<file path="src/rtl/ld_align_unit.sv">
// ld_align_unit: load-path stage ahead of load-select.
// Issues word reads for load requests, carries request metadata across the
// memory read latency, right-aligns the returned word by the byte offset and
// queues results in an in-order response FIFO with valid/ready handshakes.
module ld_align_unit #(
    parameter int DWIDTH      = 32,
    parameter int AWIDTH      = 14,
    parameter int MEM_LATENCY = 1,
    parameter int RESP_DEPTH  = 4
) (
    input  logic              clk,
    input  logic              rst,
    input  logic              req_valid,
    output logic              req_ready,
    input  logic [AWIDTH-1:0] req_addr,
    input  logic [2:0]        req_sel,
    output logic              mem_en,
    output logic [AWIDTH-3:0] mem_addr,
    input  logic [DWIDTH-1:0] mem_dout,
    output logic              resp_valid,
    input  logic              resp_ready,
    output logic [DWIDTH-1:0] resp_data,
    output logic [2:0]        resp_sel,
    output logic              resp_misaligned
);

    localparam int PW = $clog2(RESP_DEPTH);
    // Occupancy width: must hold in-flight reads plus every FIFO entry.
    localparam int OW = $clog2(RESP_DEPTH + MEM_LATENCY + 1) + 1;

    // Shift the returned word right by whole bytes; upper bytes fill with zero.
    function automatic logic [DWIDTH-1:0] align_word(input logic [DWIDTH-1:0] word,
                                                     input logic [1:0]        offset);
        return word >> {offset, 3'b000};
    endfunction

    // Halfwords need even addresses, words need 4-byte aligned addresses.
    function automatic logic is_misaligned(input logic [2:0] sel,
                                           input logic [1:0] offset);
        return (sel == 3'd1 && offset[0]) || (sel == 3'd2 && offset != 2'b00);
    endfunction

    logic              req_mis;
    logic              req_uns;
    logic              accept;
    logic              push;
    logic              pop;
    logic [OW-1:0]     inflight;
    logic [OW-1:0]     occupancy;
    logic [DWIDTH-1:0] push_data;

    // Latency pipe: one slot per cycle of memory latency, tail lines up with mem_dout.
    logic       vld_pipe [MEM_LATENCY];
    logic [1:0] off_pipe [MEM_LATENCY];
    logic [2:0] sel_pipe [MEM_LATENCY];
    logic       mis_pipe [MEM_LATENCY];
    logic       uns_pipe [MEM_LATENCY];

    // Response FIFO storage and control.
    logic [DWIDTH-1:0] data_mem [RESP_DEPTH];
    logic [2:0]        sel_mem  [RESP_DEPTH];
    logic              mis_mem  [RESP_DEPTH];
    logic [PW-1:0]     wr_ptr;
    logic [PW-1:0]     rd_ptr;
    logic [PW:0]       count;

    assign req_mis  = is_misaligned(req_sel, req_addr[1:0]);
    assign req_uns  = req_sel > 3'd2;
    assign accept   = req_valid && req_ready;
    assign mem_en   = accept && !req_mis && !req_uns;
    assign mem_addr = req_addr[AWIDTH-1:2];

    assign push = vld_pipe[MEM_LATENCY-1];
    assign pop  = resp_valid && resp_ready;

    // Count reads still travelling through the latency pipe.
    always_comb begin
        inflight = '0;
        for (int i = 0; i < MEM_LATENCY; i++) begin
            inflight = inflight + OW'(vld_pipe[i]);
        end
    end

    // Credit check: every accepted request owns a FIFO slot until popped, so the
    // FIFO can never overflow. A pop this cycle frees its slot immediately.
    assign occupancy = inflight + OW'(count) - OW'(pop);
    assign req_ready = !rst && (occupancy < OW'(RESP_DEPTH));

    // Advance the valid bits of the latency pipe; reset drops reads in flight.
    always_ff @(posedge clk) begin
        if (rst) begin
            for (int i = 0; i < MEM_LATENCY; i++) begin
                vld_pipe[i] <= 1'b0;
            end
        end else begin
            vld_pipe[0] <= accept;
            for (int i = 1; i < MEM_LATENCY; i++) begin
                vld_pipe[i] <= vld_pipe[i-1];
            end
        end
    end

    // Advance request metadata alongside the valid bits.
    always_ff @(posedge clk) begin
        off_pipe[0] <= req_addr[1:0];
        sel_pipe[0] <= req_sel;
        mis_pipe[0] <= req_mis;
        uns_pipe[0] <= req_uns;
        for (int i = 1; i < MEM_LATENCY; i++) begin
            off_pipe[i] <= off_pipe[i-1];
            sel_pipe[i] <= sel_pipe[i-1];
            mis_pipe[i] <= mis_pipe[i-1];
            uns_pipe[i] <= uns_pipe[i-1];
        end
    end

    // Rejected accesses never read memory, so they return zero instead of mem_dout.
    assign push_data = (mis_pipe[MEM_LATENCY-1] || uns_pipe[MEM_LATENCY-1])
                       ? '0
                       : align_word(mem_dout, off_pipe[MEM_LATENCY-1]);

    // Write the aligned result into the FIFO slot at the write pointer.
    always_ff @(posedge clk) begin
        if (push) begin
            data_mem[wr_ptr] <= push_data;
            sel_mem[wr_ptr]  <= sel_pipe[MEM_LATENCY-1];
            mis_mem[wr_ptr]  <= mis_pipe[MEM_LATENCY-1];
        end
    end

    // FIFO pointers and count; pointers wrap naturally at the power-of-two depth.
    always_ff @(posedge clk) begin
        if (rst) begin
            wr_ptr <= '0;
            rd_ptr <= '0;
            count  <= '0;
        end else begin
            if (push) begin
                wr_ptr <= wr_ptr + PW'(1);
            end
            if (pop) begin
                rd_ptr <= rd_ptr + PW'(1);
            end
            case ({push, pop})
                2'b10:   count <= count + (PW+1)'(1);
                2'b01:   count <= count - (PW+1)'(1);
                default: count <= count;
            endcase
        end
    end

    // Head of the FIFO drives the load-select inputs; forced quiet during reset.
    assign resp_valid      = !rst && (count != '0);
    assign resp_data       = rst ? '0 : data_mem[rd_ptr];
    assign resp_sel        = rst ? 3'd0 : sel_mem[rd_ptr];
    assign resp_misaligned = rst ? 1'b0 : mis_mem[rd_ptr];

endmodule

</file>
<file path="config.mk">
export PLATFORM = sky130hd
export DESIGN_NAME = ld_align_unit
export DESIGN_NICKNAME = d
export VERILOG_FILES = /design/src/rtl/ld_align_unit.sv
export SDC_FILE = /design/constraint.sdc
export NUM_CORES = 1
export LEC_CHECK = 0
export ABC_AREA = 1
export BUFFER_PORTS_ARGS = -buffer_cell sky130_fd_sc_hd__buf_2
export CORE_ASPECT_RATIO = 2
export CORE_MARGIN = 1
export CORE_UTILIZATION = 25
export CTS_BUF_LIST = sky130_fd_sc_hd__clkbuf_2
export DETAILED_ROUTE_END_ITERATION = 10
export GPL_ROUTABILITY_DRIVEN = 0
export SLEW_MARGIN = 20
export SYNTH_ARGS = -nofsm -noshare
export SYNTH_HDL_FRONTEND = slang
export SYNTH_SLANG_ARGS = --single-unit
export TNS_END_PERCENT = 30
</file>
<file path="constraint.sdc">
create_clock -name clk -period 5.25 [get_ports clk]
set_input_delay 1.575 -clock clk [delete_from_list [all_inputs] [get_ports clk]]
set_output_delay 1.575 -clock clk [all_outputs]
set_load 0.01 [all_outputs]
</file>
==> results by group <==
Synthesis
  • Syn Std Cell Area: 6925 um^2
  • #FFs+latches synth: 161
  • Synth Instances: 627
  • Seq/Total Area, Yosys: 0.6735
  • Post-synthesis net count: 687
  • Post-synth top area share: 0.6244
  • Average cell area after synthesis: 11.05 um^2
  • Largest cells by area after synthesis: edfxtp_1, nor2_1, o21ai_0
  • Number of synthesis warnings: 0
  • Cell variety after synth: 30
  • Synth area leader: edfxtp_1

Timing
  • Setup TNS: 0 ns
  • Worst Tran Pin Value: 0.8522 ns
  • RSZ-0062 raised after global routing: false
  • F_max: 218.5 MHz
  • Final period util: 0.8717
  • Hold_ws: 0.4881 ns
  • Slack of the critical path: 0.6737 ns
  • Slew HR: 0.4319
  • Final hold violation count: 0
  • Clock skew: 0.02814 ns
  • Fin crit period: 4.576 ns
  • # setup viols final: 0
  • Slew Viols, Final: 0

Placed design
  • I/O Buffers: 79
  • Pre-CTS setup slack: 0.6450 ns
  • DP HPWL: 10,810 um
  • Placed Cells: 1,018

Clock tree
  • Post-CTS Resized: 0
  • CTS HTree Levels: 4
  • Clk slew on worst S/H paths: 0.22 ns
  • CTS Sinks: 161
  • TritonCTS clock tree: yes
  • Post-CTS setup buffers: 0
  • Root Buffer: clkbuf_2
  • Num CTS Buffers: 17
  • Max clock buf depth: 2
  • Hold_buf cts: 0
  • Clock Latency Late Sink: 0.68 ns

Setup path
  • CP endpoint kind: output pin
  • Type of origin of the critical path: primary input
  • Maximum fanout along the worst path: 10
  • Worst Setup Path Type: primary input to output pin
  • Crit path DAT: 3.00 ns
  • Required @ worst endpoint: 3.68 ns

Global routing
  • Grt met2 use: 0.2149
  • GRT overflow: 0
  • First-pass GRT wire length: 25,840 um
  • M3 GR Usage: 0.02375
  • Grt peak-use layer: met2
  • Initial antenna violation count: 1
  • Global Route Usage Sum: 0.1232
  • M1 GR Usage: 0.1486
  • Largest net degree at the start of global routing: 73
  • Vias in the first global route: 4,462

Route
  • Via/cell ratio: 4.515
  • Wirelength, routed: 17,130 um
  • Drc violations: 0
  • Pre-antenna DRT Iters: 4
  • Post-route ant nets: 0
  • Total number of vias: 4,745
  • WL/cell: 16.30 um
  • First-iteration detailed-routing DRC count: 281

Layout
  • Fraction of layout cells with a size suffix above 1: 0.1966
  • Final std cells w/o fill: 1,051
  • Synth-to-layout area growth: 14.04%
  • Util after Layout: 0.2912
  • # fillers: 2,835
  • Layout Nets: 749

Status
  • Status: finished clean

Die
  • Die area: 28,410 um^2
  • Die W: 119.7 um
  • Chip height: 237.4 um
  • Starting Density: 0.2554
  • Row Count: 85
  • Core ar.: 27,120 um^2
  • IO Count: 104

Min path
  • Worst min path class: flop to flop

Power
  • Leak Pwr: 2.887 nW
  • Peak supply drop: 0.2424 mV
  • PwrDens: 394.3 nW/um^2

Flow run
  • Max Cap Viol: 0
[flip-flops by register name (all words and copies together) (netlist names), named ones only]
register,flops
vld_pipe,1
sel_mem,12
rd_ptr,2
uns_pipe,1
sel_pipe,3
wr_ptr,2
mis_mem,4
count,3
mis_pipe,1
off_pipe,2
data_mem,128
[final timing paths]
| path | startpoint | end | slack [ns] | cells after the start |
|---|---|---|---|---|
| max reg2reg | off_pipe[0][0] | data_mem[1][7] | 2.94 | 4 |
| min reg2reg | rd_ptr[0] | flop | 0.49 | 2 |
| max | rst | mem_en | 0.67 | 13 |
| min | rd_ptr[0] | flop | 0.49 | 2 |
[logic make-up (layout without fill, tap and decap cells)]
| logic type | count (synthesis) | after routing | synth area share |
|---|---|---|---|
| buffers and inverters | 70 | 145 | 0.04571 |
| adder cells (fa/ha/maj) | 7 | 7 | 0.01373 |
| AO/OA/AOI/OAI | 146 | 146 | 0.1151 |
| AND/OR/NAND/NOR | 235 | 235 | 0.1404 |
| multiplexers | 8 | 8 | 0.01156 |
| other | 0 | 1 | 0 |
| flip-flops | 161 | 161 | 0.6735 |
[placed cells by master, fill, tap and decap left out]
master and count:
clkbuf_2 19, a21oi_1 48, o21ai_1 6, nand3_2 4, ha_1 6, nand3_4 1, clkinvlp_4 2, dfxtp_2 1
nand2_4 2, diode_2 1, nor2_1 196, clkinv_2 1, fa_1 1, bufinv_16 4, inv_1 17, nor3b_1 1
o21ai_0 73, nand4_4 1, o32ai_1 16, dfxtp_1 16, clkinv_4 2, mux2i_1 8, nand2_1 23, nor2_2 3
inv_2 4, nand2_2 1, nand3_1 2, and2_1 1, inv_6 2, o22ai_1 1, inv_8 1, o21a_1 2
buf_2 79, clkinv_1 3, buf_4 11, edfxtp_1 144
[worst max-delay path, cell delays in order]
cell     delay [ns]
buf_2          0.13
inv_6          0.10
nand4_4        0.15
ha_1           0.34
nand2_1        0.06
inv_1          0.07
nand3_2        0.08
nand3_1        0.08
nand2_1        0.08
inv_2          0.05
nand3_2        0.09
nor2_2         0.08
buf_2          0.12
[per-layer routing]
| metal | share of wire | vias to the layer above | routed length [um] |
|---|---|---|---|
| met5 | 0 | - | 0 |
| met4 | 0.013 | 0 | 221 |
| met3 | 0.062 | 17 | 1058 |
| met2 | 0.53 | 156 | 8996 |
| met1 | 0.40 | 2275 | 6854 |
| li1 | - | 2297 | - |
[cell usage after synthesis]
library cell,count
buf_1,6
nand3_2,4
o32ai_1,16
nand2_2,1
nor2_2,3
inv_1,17
o22ai_1,1
nor2_1,196
inv_6,1
nand4_4,1
nand3_4,1
o21ai_0,73
buf_2,3
a21oi_1,48
ha_1,6
buf_4,12
dfxtp_1,17
and2_1,1
edfxtp_1,144
nand2_4,2
nor3b_1,1
inv_2,4
fa_1,1
nand3_1,2
o21ai_1,6
clkbuf_1,26
o21a_1,2
clkinv_1,1
nand2_1,23
mux2i_1,8
[power by group]
part	total (mW)	switching (mW)	internal (mW)
clock network	0.733	0.415	0.319
logic	0.776	0.528	0.248
registers	1.60	0.0504	1.55
[stage by stage]
stage	cell area (um^2)	power [mW]
6_report	7898	3.114
5_1_grt	7898	3.316
4_1_cts	7895	3.160
3_5_place_dp	7615	2.432
3_3_place_gp	7615	2.421
2_1_floorplan	6925	2.159
[area by class of cell]
cell class / instances / area (um^2) / share of cell area
repair buffers: 90 / 478.0 / 0.06052
diodes: 1 / 2.502 / 0.0003169
clock buffers: 19 / 95.09 / 0.01204
clock inverters: 13 / 185.2 / 0.02345
inverters: 23 / 91.34 / 0.01157
flip-flops and latches: 161 / 4666 / 0.5908
well taps: 348 / 435.4 / 0.05513
multi-input cells: 396 / 1944 / 0.2462
Note: power is estimated with default switching activity, not from simulation.
